`config.mk`:
```
export PLATFORM = sky130hd
export DESIGN_NAME = rpi_gpio_input_conditioner
export DESIGN_NICKNAME = d
export VERILOG_FILES = /design/src/rtl/rpi_gpio_pkg.sv /design/src/rtl/gpio_evt_fifo.sv /design/src/rtl/rpi_gpio_input_conditioner.sv
export SDC_FILE = /design/constraint.sdc
export NUM_CORES = 1
export LEC_CHECK = 0
export ABC_AREA = 1
export BUFFER_PORTS_ARGS = -buffer_cell sky130_fd_sc_hd__buf_4
export CORE_ASPECT_RATIO = 0.7
export CORE_MARGIN = 2
export CORE_UTILIZATION = 30
export CTS_CLUSTER_DIAMETER = 40
export DETAILED_ROUTE_END_ITERATION = 10
export GPL_TIMING_DRIVEN = 1
export PLACE_DENSITY_LB_ADDON = 0.25
export SYNTH_ARGS = -nofsm -noshare
export SYNTH_HDL_FRONTEND = slang
export SYNTH_HIERARCHICAL = 1
export SYNTH_SLANG_ARGS = --single-unit
```
`constraint.sdc`:
```
create_clock -name sys_clk -period 7.6 [get_ports sys_clk]
set_clock_uncertainty 0.15 [all_clocks]
set_input_delay 0.76 -clock sys_clk [delete_from_list [all_inputs] [get_ports sys_clk]]
set_output_delay 0.76 -clock sys_clk [all_outputs]
set_load 0.005 [all_outputs]
```
`src/rtl/rpi_gpio_pkg.sv`:
```
`default_nettype none
// +--------------------------------------------------------------------+
// | rpi_gpio_pkg: shared widths and event layout for the GPIO front end |
// | Rev 1.0                                                            |
// +--------------------------------------------------------------------+
package rpi_gpio_pkg;

    localparam int GPIO_WIDTH = 28;
    localparam int TS_WIDTH   = 32;

    typedef struct packed {
        logic [TS_WIDTH-1:0]   ts;
        logic [GPIO_WIDTH-1:0] levels;
    } gpio_evt_t;

endpackage
`default_nettype wire

```
`src/rtl/gpio_evt_fifo.sv`:
```
`default_nettype none
// +--------------------------------------------------------------------+
// | gpio_evt_fifo: synchronous first-word fall-through event FIFO      |
// | Rev 1.0                                                            |
// +--------------------------------------------------------------------+
module gpio_evt_fifo #(
    parameter int DATA_W = 60,
    parameter int DEPTH  = 8
) (
    input  logic              sys_clk,
    input  logic              sys_rst_n,
    input  logic              push_i,
    input  logic              pop_i,
    input  logic [DATA_W-1:0] data_i,
    output logic [DATA_W-1:0] data_o,
    output logic              full_o,
    output logic              empty_o
);

    localparam int AW = $clog2(DEPTH);

    logic [DATA_W-1:0] mem_q [DEPTH];
    logic [AW:0]       wr_ptr_q;
    logic [AW:0]       rd_ptr_q;
    logic              rd_en;
    logic              wr_en;

    // Extra pointer bit distinguishes full from empty when the addresses match.
    assign empty_o = (wr_ptr_q == rd_ptr_q);
    assign full_o  = (wr_ptr_q[AW] != rd_ptr_q[AW]) &&
                     (wr_ptr_q[AW-1:0] == rd_ptr_q[AW-1:0]);

    assign rd_en  = pop_i && !empty_o;
    assign wr_en  = push_i && (!full_o || rd_en);
    assign data_o = mem_q[rd_ptr_q[AW-1:0]];

    always_ff @(posedge sys_clk or negedge sys_rst_n) begin
        if (!sys_rst_n) begin
            wr_ptr_q <= '0;
            rd_ptr_q <= '0;
            for (int i = 0; i < DEPTH; i++) begin
                mem_q[i] <= '0;
            end
        end else begin
            if (wr_en) begin
                mem_q[wr_ptr_q[AW-1:0]] <= data_i;
                wr_ptr_q                <= wr_ptr_q + 1'b1;
            end
            if (rd_en) begin
                rd_ptr_q <= rd_ptr_q + 1'b1;
            end
        end
    end

endmodule
`default_nettype wire

```
`src/rtl/rpi_gpio_input_conditioner.sv`:
```
`default_nettype none
// +--------------------------------------------------------------------+
// | rpi_gpio_input_conditioner: sync, debounce, edge detect and        |
// | timestamped change-event queue for the RPi GPIO lines               |
// | Rev 1.0                                                            |
// +--------------------------------------------------------------------+
module rpi_gpio_input_conditioner
    import rpi_gpio_pkg::*;
#(
    parameter int WIDTH       = GPIO_WIDTH,
    parameter int SYNC_STAGES = 2,
    parameter int DEB_CYCLES  = 500,
    parameter int TS_WIDTH    = rpi_gpio_pkg::TS_WIDTH,
    parameter int FIFO_DEPTH  = 8
) (
    input  logic                      sys_clk,
    input  logic                      sys_rst_n,
    input  logic [WIDTH-1:0]          gpio_in,
    output logic [WIDTH-1:0]          gpio_db,
    output logic [WIDTH-1:0]          gpio_rise,
    output logic [WIDTH-1:0]          gpio_fall,
    output logic                      evt_valid,
    input  logic                      evt_ready,
    output logic [TS_WIDTH+WIDTH-1:0] evt_data,
    output logic                      evt_overflow,
    input  logic                      overflow_clr
);

    logic [WIDTH-1:0]    upd;
    logic [WIDTH-1:0]    db_nxt;
    logic [TS_WIDTH-1:0] ts_q;
    logic                ovf_q;
    logic                ovf_d;
    logic                push;
    logic                pop;
    logic                full;
    logic                empty;

    genvar gi;
    generate
        for (gi = 0; gi < WIDTH; gi++) begin : g_bit
            logic [SYNC_STAGES-1:0] sync_q;
            logic                   s;
            logic                   db_q;
            logic                   db_d;
            logic                   bit_upd;
            logic                   rise_q;
            logic                   fall_q;

            assign s = sync_q[SYNC_STAGES-1];

            if (DEB_CYCLES == 0) begin : g_nodeb
                always_comb begin
                    db_d    = s;
                    bit_upd = (s != db_q);
                end
            end else begin : g_deb
                localparam int             CW   = $clog2(DEB_CYCLES + 1);
                localparam logic [CW-1:0]  LAST = CW'(DEB_CYCLES - 1);
                logic [CW-1:0] cnt_q;
                logic [CW-1:0] cnt_d;

                always_comb begin
                    cnt_d   = cnt_q + 1'b1;
                    db_d    = db_q;
                    bit_upd = 1'b0;
                    if (s == db_q) begin
                        cnt_d = '0;
                    end else if (cnt_q == LAST) begin
                        db_d    = s;
                        cnt_d   = '0;
                        bit_upd = 1'b1;
                    end
                end

                always_ff @(posedge sys_clk or negedge sys_rst_n) begin
                    if (!sys_rst_n) begin
                        cnt_q <= '0;
                    end else begin
                        cnt_q <= cnt_d;
                    end
                end
            end

            // Edge pulses register on the same edge as db so they line up with it.
            always_ff @(posedge sys_clk or negedge sys_rst_n) begin
                if (!sys_rst_n) begin
                    sync_q <= '0;
                    db_q   <= 1'b0;
                    rise_q <= 1'b0;
                    fall_q <= 1'b0;
                end else begin
                    sync_q <= {sync_q[SYNC_STAGES-2:0], gpio_in[gi]};
                    db_q   <= db_d;
                    rise_q <= bit_upd & db_d;
                    fall_q <= bit_upd & ~db_d;
                end
            end

            assign upd[gi]       = bit_upd;
            assign db_nxt[gi]    = db_d;
            assign gpio_db[gi]   = db_q;
            assign gpio_rise[gi] = rise_q;
            assign gpio_fall[gi] = fall_q;
        end
    endgenerate

    // One event per cycle regardless of how many lines changed together.
    assign push      = |upd;
    assign evt_valid = !empty;
    assign pop       = evt_valid && evt_ready;

    always_comb begin
        ovf_d = ovf_q;
        if (overflow_clr) begin
            ovf_d = 1'b0;
        end
        if (push && full && !pop) begin
            ovf_d = 1'b1;
        end
    end

    always_ff @(posedge sys_clk or negedge sys_rst_n) begin
        if (!sys_rst_n) begin
            ts_q  <= '0;
            ovf_q <= 1'b0;
        end else begin
            ts_q  <= ts_q + 1'b1;
            ovf_q <= ovf_d;
        end
    end

    assign evt_overflow = ovf_q;

    gpio_evt_fifo #(
        .DATA_W (TS_WIDTH + WIDTH),
        .DEPTH  (FIFO_DEPTH)
    ) u_fifo (
        .sys_clk   (sys_clk),
        .sys_rst_n (sys_rst_n),
        .push_i    (push),
        .pop_i     (pop),
        .data_i    ({ts_q, db_nxt}),
        .data_o    (evt_data),
        .full_o    (full),
        .empty_o   (empty)
    );

endmodule
`default_nettype wire

```
==> Yosys cells after proc, flatten, opt, wreduce, memory -nomap -nowiden <==
Cells that the tools add are included.
W data, S select, Z words.
{ "op_classes": {"n_addsub": 31, "n_mul": 0, "n_div": 0, "n_lt_le_gt_ge": 3, "n_eq_ne": 59, "n_shift": 0, "n_mux": 176, "bitwise_logic": 86, "n_reduce_logical": 13} }
{ "op_table": {"columns": ["op", "n"], "rows": [
  ["$mux W9", 56],
  ["$bwmux W480", 1],
  ["$add A9 B1 Y9 const B", 28],
  ["$eq A9 B9 Y1 const B", 28],
  ["$bmux W60 S3", 1],
  ["$demux W60 S3", 1],
  ["$mux W60", 3],
  ["$mux W1", 114],
  ["$and A1 B1 Y1", 56],
  ["$add A32 B1 Y32 const B", 1],
  ["$eq A1 B1 Y1", 28],
  ["$not A1 Y1", 28],
  ["$reduce_or A28 Y1", 1],
  ["$add A4 B1 Y4 const B", 2],
  ["$ge A4 B4 Y1 const B", 2],
  ["$not A3 Y4", 2],
  ["$logic_and A1 B1 Y1", 7],
  ["$eq A4 B4 Y1", 1],
  ["$lt A4 B1 Y1 const B", 1],
  ["$eq A3 B3 Y1", 1],
  ["$logic_not A1 Y1", 3],
  ["$reduce_bool A2 Y1", 1],
  ["$logic_or A1 B1 Y1", 1],
  ["$ne A1 B1 Y1", 1]
]} }
{ "totals": {"regBits": 913, "latch_bits": 0, "ram_bits": 0, "romBits": 0, "in_bits": 32, "output_inout_bits": 146, "memories": 0} }

==> Depth between registers and ports, before layout <==
Gate-level depths: netlist of run 1.
{ "depth": {"word_depth": 7, "ltp_mapped": 16, "ltp_nobuf": 13} }

==> Modules after synthesis <==
The synthesis of run 1 kept the hierarchy.
{ "by_module_without_submodules": {"columns": ["module", "instances", "cells_per_inst", "area_each_um2", "seq_area_each_um2"], "rows": [
  ["gpio_evt_fifo", 1, 3134, 24268.3, 12211.7],
  ["rpi_gpio_input_conditioner", 1, 2053, 18595.3, 10635.2]
]} }

==> Least setup slack after synthesis of run 1 <==
No wires, ideal clock.
{ "synth_path": {"path_type": "register to register", "startpoint": "reg g_bit[5].g_deb.cnt_q[0]", "endpoint": "reg u_fifo/mem_q[0] in the netlist's numbering", "setup_time_ns": 0.117, "arrival_time_ns": 2.152, "required_time_ns": 7.333, "slack_ns": 5.181, "path_stages_with_launch": 16, "path_buffers": 3, "period_less_slack_ns": 2.419, "path_cell_list": "dfrtp_1 > ha_1 > nand3_1 > nor2_1 > nand2_1 > nand2_1 > inv_1 > nand2_1 > nor2_1 > nand2_1 > clkbuf_1 > buf_1 > nand3_2 > buf_2 > nand2_1 > nand2_1"} }
{ "synth_between": {"elab_chain_cells": 5} }
{ "synth_lines": {"columns": ["item", "line", "source"], "rows": [
  ["start, declared", "rpi_gpio_input_conditioner.sv:60", "logic [CW-1:0] cnt_q;"],
  ["start signal, assigned", "rpi_gpio_input_conditioner.sv:80", "cnt_q <= cnt_d;"],
  ["$eq A9 B9 Y1", "rpi_gpio_input_conditioner.sv:69", "end else if (cnt_q == LAST) begin"],
  ["$mux W1", "rpi_gpio_input_conditioner.sv:69", null],
  ["$mux W1", "rpi_gpio_input_conditioner.sv:67", "if (s == db_q) begin"],
  ["$reduce_or A28 Y1", "rpi_gpio_input_conditioner.sv:109", "assign push = |upd;"],
  ["net push", "rpi_gpio_input_conditioner.sv:34", "logic push;"],
  ["$logic_and A1 B1 Y1", "gpio_evt_fifo.sv:34", "assign wr_en = push_i && (!full_o || rd_en);"],
  ["end signal, assigned by index", "gpio_evt_fifo.sv:46", "mem_q[wr_ptr_q[AW-1:0]] <= data_i;"],
  ["end, declared", "gpio_evt_fifo.sv:22", "logic [DATA_W-1:0] mem_q [DEPTH];"]
]} }
The timed path passes the listed nets, and every way through them passes these cells.
A chain may end at the register's enable or synchronous reset.

==> Worst setup path after layout of run 1 <==
{ "layout_path": {"startpoint": "reg u_fifo.rd_ptr_q[0]", "endpoint": "out evt_data[25]"} }
{ "layout_between": {"elab_chain_cells": 4} }
{ "layout_lines": {"columns": ["item", "line", "source"], "rows": [
  ["start, declared", "gpio_evt_fifo.sv:24", "logic [AW:0] rd_ptr_q;"],
  ["start signal, assigned", "gpio_evt_fifo.sv:50", "rd_ptr_q <= rd_ptr_q + 1'b1;"],
  ["$not A3 Y4 (implied by the code)", "gpio_evt_fifo.sv:35", "assign data_o = mem_q[rd_ptr_q[AW-1:0]];"],
  ["$bmux W60 S3", "gpio_evt_fifo.sv:35", null],
  ["$mux W60 (implied by the code) (2 in a row)", "gpio_evt_fifo.sv:35", null],
  ["end, declared", "rpi_gpio_input_conditioner.sv:24", "output logic [TS_WIDTH+WIDTH-1:0] evt_data,"]
]} }
No other way between the ends. The select of a mux whose other input is x is not followed.

==> impl_metrics.yaml, run 1 <==
final_layout:
  multiInputGateArea_um2: 17000
  syn_to_final_growth_pct: 16.6
  drive_gt1_share_pct: 9.96
  post-route-cell-area_um2: 50000
  seq_area_um2: 22900
  fill_cells: 14500
  layout.nets: 5219
clocking:
  cts_resized: 0
  cts.path.max_buffers: 3
  clkLatencyLatePin_ns: 0.74
  path_clk_slew_ns: 0.06
  cts-root-buf: "clkbuf_16"
  cts_inserted_buffers: 130
  htree_levels: 4
  cts_tree: "yes"
  cts_sinks: 913
logic_synthesis:
  synth_area_leaders: "dfrtp_1 (53%), nand2_1 (13%), nand4_1 (7.2%), nor2_1 (5.2%), o21ai_0 (3.2%)"
  synth_enable_flop_cells: 0
  synth-seq-cells: 913
  synth_ff_type: "dfrtp_1"
  synth.avg_cell_area_um2: 8.26
  synth_area_um2: 42900
  syn_inst: 5187
  netlist.area_leader.share_pct: 53.3
  synthTopCellsByCount: "nand2_1 (1536), dfrtp_1 (913), nor2_1 (593), nand4_1 (492), o21ai_0 (273)"
  yosysSeqAreaShare_pct: 53.3
  synth_top_cell_by_area: "dfrtp_1"
  yosys_warnings: 6
  yosysMostFrequentCell: "nand2_1"
  syn-num-nets: 5250
  synthArstFlopShare_pct: 100
  synth_cell_types: 42
timing:
  slew_headroom_pct: 19.3
  worstMarginPinSlew_ns: 1.21
  tns_ns: 0
  max_freq_ghz: 0.197
  slew_violations: 0
  hold_viol: 0
  period_needed_ns: 5.08
  rsz0062_at_grt: "no"
  post-route-period-util_pct: 66.8
  setup_slack_ns: 2.52
  setup_violations: 0
  whs_ns: 0.111
drt:
  dr_wl_met3_um: 8320
  highest_layer: "met4"
  met1_length_um: 63100
  vias: 35600
  routed_wl_um: 129000
  drcViolationCount: 0
  antenna_left: 0
  met2_length_um: 55000
  drt_pass1_iterations: 5
  via_per_inst: 4.98
  drtIter0Drc: 3075
  wl_per_cell_um: 18.1
global_route:
  grt_antenna_before_repair: 1
  overflow: 0
  grt_pass1_wl_um: 205000
  first_global_vias: 34500
  track_usage_pct: 17.7
  grt_max_degree: 187
setup_path:
  path_common_cell: "buf_4"
  cp.buffers_inverters: 3
  critPathTopFamily: "buffers and inverters"
  crit_type: "flip-flop to primary output"
  crit_chain: "buf_4 -> buf_4 -> o21ai_0 -> o22ai_1 -> nand2_1 -> nand2_1 -> buf_4"
  path_max_fanout: 75
  critPathLaunchType: "flip-flop"
  critPathCaptureType: "primary output"
  slowest_stage: "dfrtp_4"
  worst-endpoint-required_ns: 6.69
  arrival_ns: 4.17
  max_stage_delay_ns: 0.81
floorplan:
  rows: 116
  ios: 178
  die_x_um: 456
  core_area_um2: 142000
  initial_utilization_pct: 30.1
  die_area_um2: 146000
  die_y_um: 320
pwr:
  cellPowerDensity_nw_per_um2: 287
  vdd_ir_drop_max_v: 0.000219
  power_mw: 14.4
  leakage_nw: 24.8
place:
  place_congestion: 0.794
  dpl_worst_slack_ns: 2.94
  dpl_cell_area_um2: 45200
  dpl.hpwl_um: 72600
  numPortBuffers: 177
status:
  status: "completed"
job:
  drv_cap: 0
hold_path:
  hold_path.class: "input port to flip-flop"
-- cells in the final DEF, fill, tap and decap left out, types with 111 or more instances in the layout --
cell       synthesis  final
o22ai_1          120    120
clkbuf_16          0    132
inv_1            254    254
nor2_1           593    593
buf_4             87    245
dfrtp_1          913    910
nor3_1           113    111
nand2_1         1536   1535
o21ai_0          273    269
nand4_1          492    492
-- area by class of cell --
cell class	count	area share [%]
clock buffer	167	7.36
tap	1888	4.73
inverter	260	1.97
timing repair buffer	281	4.53
multi-input combinational	3570	34.1
antenna	1	0.00501
sequential	913	45.8
clock inverter	69	1.57
-- cell families (layout without fill, tap and decap cells) --
family / after synthesis / after routing / synth area share (%)
compound gates: 527 / 527 / 6.69
xor+xnor: 88 / 88 / 1.82
fa+ha+maj: 31 / 31 / 0.905
buf+inv: 704 / 777 / 7.27
flops: 913 / 913 / 53.3
other cells: 0 / 1 / 0
simple gates: 2924 / 2924 / 30.0
-- per-stage QoR --
stage	utilization, %	instances
2_1_floorplan	-	5187
3_3_place_gp	31.7	6883
3_5_place_dp	31.7	6883
4_1_cts	35.1	7148
5_1_grt	35.1	7148
6_report	35.1	7149
-- worst min-delay path, delay by kind of cell --
| kind | cells | cell delay (ns) |
|---|---|---|
| and+or+nand+nor | 2 | 0.10 |
| buffers and inverters | 2 | 0.11 |
-- flip-flops by register name, summed over array words and instances (netlist names) --
register	count
u_fifo/mem_q	480
g_bit.g_deb.cnt_q	252
g_bit.sync_q	56
ts_q	32
g_bit.db_q	28
g_bit.fall_q	28
g_bit.rise_q	28
u_fifo/rd_ptr_q	4
u_fifo/wr_ptr_q	4
evt_overflow	1
-- path summary, 6_finish.rpt --
kind,cells after the start,to,slack (ns),start
min in group asynchronous,2,g_bit[9].g_deb.cnt_q[3]$_DFF_PN0_,0.50,sys_rst_n
worst max register to register,13,u_fifo/mem_q[413]$_DFFE_PN0P_,2.86,u_fifo/rd_ptr_q[0]$_DFFE_PN0P_
worst min-delay path,4,evt_overflow$_DFFE_PN0P_,0.11,overflow_clr
max in group asynchronous,4,g_bit[22].g_deb.cnt_q[7]$_DFF_PN0_,4.95,sys_rst_n
worst max-delay path,7,evt_data[25],2.52,u_fifo/rd_ptr_q[0]$_DFFE_PN0P_
worst min register to register,0,g_bit[3].sync_q[1]$_DFF_PN0_,0.20,g_bit[3].sync_q[0]$_DFF_PN0_
-- report_power, final --
group	leakage [nW]	total (mW)	switching [mW]	internal, mW
Clock	2.17	6.19	2.39	3.80
Combinational	10.1	3.12	2.11	1.01
Sequential	12.5	5.04	0.110	4.93
Total	24.8	14.4	4.61	9.75
-- layer usage --
metal	global-route usage (%)	up-vias
li1	-	17100
met1	26.3	17300
met2	26.2	1022
met3	3.22	180
met4	4.76	0
met5	0	-
-- repair_timing --
item | CTS | global route
setup endpoints to repair | 0 | 0
hold buffers | 29 | 0
endpoints found under the hold margin | 112 | 0
setup buffers | 0 | 0
No activity file was read; power rests on OpenSTA's default activity.
==> inputs of run 2 (changes only) <==
==> constraint.sdc (replaced) <==
create_clock -name sys_clk -period 5.2 [get_ports sys_clk]
set_clock_uncertainty 0.15 [all_clocks]
set_input_delay 0.52 -clock sys_clk [delete_from_list [all_inputs] [get_ports sys_clk]]
set_output_delay 0.52 -clock sys_clk [all_outputs]
set_load 0.005 [all_outputs]
==> impl_metrics.yaml, run 2 (synthesis results as in run 1) <==
status:
  status: "completed"
clocking:
  cts.path.max_buffers: 3
  cts_resized: 0
  cts_hold_buf: 30
  htree_levels: 4
  cts_setup_buffers: 0
  cts-root-buf: "clkbuf_16"
  path_clk_slew_ns: 0.06
  clkLatencyLatePin_ns: 0.76
  cts_tree: "yes"
  cts_sinks: 913
  cts_inserted_buffers: 130
timing:
  rsz0062_at_grt: "no"
  max_freq_ghz: 0.229
  slew_violations: 0
  slew_headroom_pct: 18.7
  post-route-period-util_pct: 83.8
  worstMarginPinSlew_ns: 1.21
  period_needed_ns: 4.36
  setup_violations: 0
  hold_viol: 0
  tns_ns: 0
pwr:
  p_switching_mw: 6.82
  seqPwrFrac_pct: 34.8
  p_clk_share_pct: 43.6
  switching_share_pct: 32.1
  power_mw: 21.3
  power.share.combinational_pct: 21.7
  p_int_mw: 14.4
  leakage_nw: 24.9
  vdd_ir_drop_max_v: 0.000690
  cellPowerDensity_nw_per_um2: 423
place:
  place_congestion: 0.801
  dpl_cell_area_um2: 45400
  numPortBuffers: 177
  dp.cells: 6892
  dpl.hpwl_um: 71900
drt:
  drcViolationCount: 0
  vias: 35700
  wl_per_cell_um: 18.3
  routed_wl_um: 131000
  antenna_left: 0
  drt_pass1_iterations: 6
  drtIter0Drc: 3301
  via_per_inst: 4.98
setup_path:
  reg2reg_from: "u_fifo/wr_ptr_q[1]$_DFFE_PN0P_"
  r2r_end: "u_fifo/mem_q[186]$_DFFE_PN0P_"
  critPathCaptureType: "primary output"
  worst-endpoint-required_ns: 4.53
  path_max_fanout: 58
  critPathLaunchType: "flip-flop"
  arrival_ns: 3.69
  r2r_cells: 14
  crit_type: "flip-flop to primary output"
  r2r_slack_ns: 1.62
floorplan:
  die_x_um: 456
  initial_utilization_pct: 30.1
  rows: 116
  die_area_um2: 146000
  die_y_um: 320
  core_area_um2: 142000
  ios: 178
final_layout:
  antenna_cells: 0
  largest_register_ffs: 480
  drive_gt1_share_pct: 10.0
  fin_cells: 7158
  post-route-cell-area_um2: 50200
  layout.nets: 5229
  syn_to_final_growth_pct: 17.1
  regMostFlops: "u_fifo/mem_q"
  reg.largest.list: "u_fifo/mem_q x480, g_bit.g_deb.cnt_q x252, g_bit.sync_q x56"
  layout_commonest_cell: "nand2_1"
  final_cell_mix: "nand2_1 (1535), dfrtp_1 (910), nor2_1 (593)"
  fill_cells: 14600
hold_path:
  min_path_cells: 5
  hp-start: "evt_ready"
  min_to: "u_fifo/rd_ptr_q[3]$_DFFE_PN0P_"
  hold_path.class: "input port to flip-flop"
global_route:
  first_global_vias: 34500
  grt_pass1_wl_um: 205000
  grt_antenna_before_repair: 0
  grt_max_degree: 242
  track_usage_pct: 17.8
  overflow: 0
job:
  drv_cap: 0
run 2: changes by cell type in the layout (fill, tap and decap cells not counted), sizes merged, moves of 2 or more:
cell      change
clkbuf        -4
buf           +9
clkinvlp      +9
clkinv        -8
bufinv        +5
inv           -2
run 2: area by class of cell:
cell class | instances | area [um2] | area share (%)
clock buffer | 163 | 3590 | 7.15
clock inverter | 73 | 930 | 1.85
inverter | 260 | 985 | 1.96
multi-input combinational | 3570 | 17000 | 33.9
sequential | 913 | 22900 | 45.5
tap | 1888 | 2360 | 4.71
timing repair buffer | 291 | 2450 | 4.89
run 2: through the flow:
stage                     util [%]  worst slack (ns)  hold slack, ns
final                         35.3             0.841           0.168
after global routing          35.3             0.720           0.186
after CTS                     35.3             0.842           0.156
after detailed placement      31.9              1.68           0.185
after global placement        31.9              1.72           0.183
after floorplan                  -              2.78          0.0744
run 2: worst max path at each step:
stage,startpoint,endpoint,cells past startpoint
finish,u_fifo/rd_ptr_q[1]$_DFFE_PN0P_,evt_data[17],7
floorplan,g_bit[5].g_deb.cnt_q[0]$_DFF_PN0_,u_fifo/mem_q[0]$_DFFE_PN0P_,15
global route,u_fifo/rd_ptr_q[1]$_DFFE_PN0P_,evt_data[17],7
global placement,u_fifo/rd_ptr_q[1]$_DFFE_PN0P_,evt_data[37],7
CTS,u_fifo/rd_ptr_q[1]$_DFFE_PN0P_,evt_data[17],7
detailed placement,u_fifo/wr_ptr_q[1]$_DFFE_PN0P_,u_fifo/mem_q[186]$_DFFE_PN0P_,14
run 2: per-layer routing:
layer,wire length (um),track usage (%)
met5,0,0
met4,3160,5.91
met3,7520,3.03
met2,56600,26.4
met1,63700,26.0
run 2: critical path, stage by stage (launching register included):
cell and delay [ns]:
dfrtp_4 0.62, buf_4 0.62, buf_4 0.76, o21ai_0 0.22, o22ai_1 0.21, nand2_1 0.07
nand2_1 0.23, buf_4 0.16
run 2: power by group through the flow:
stage               combinational [mW]  sequential [mW]  clock, mW
finish                            4.61             7.39       9.26
global placement                  4.67             7.51          0
CTS                               4.68             7.38       9.48
detailed placement                4.65             7.51          0
global route                      5.09             7.40       9.83
floorplan                         2.56             7.38          0
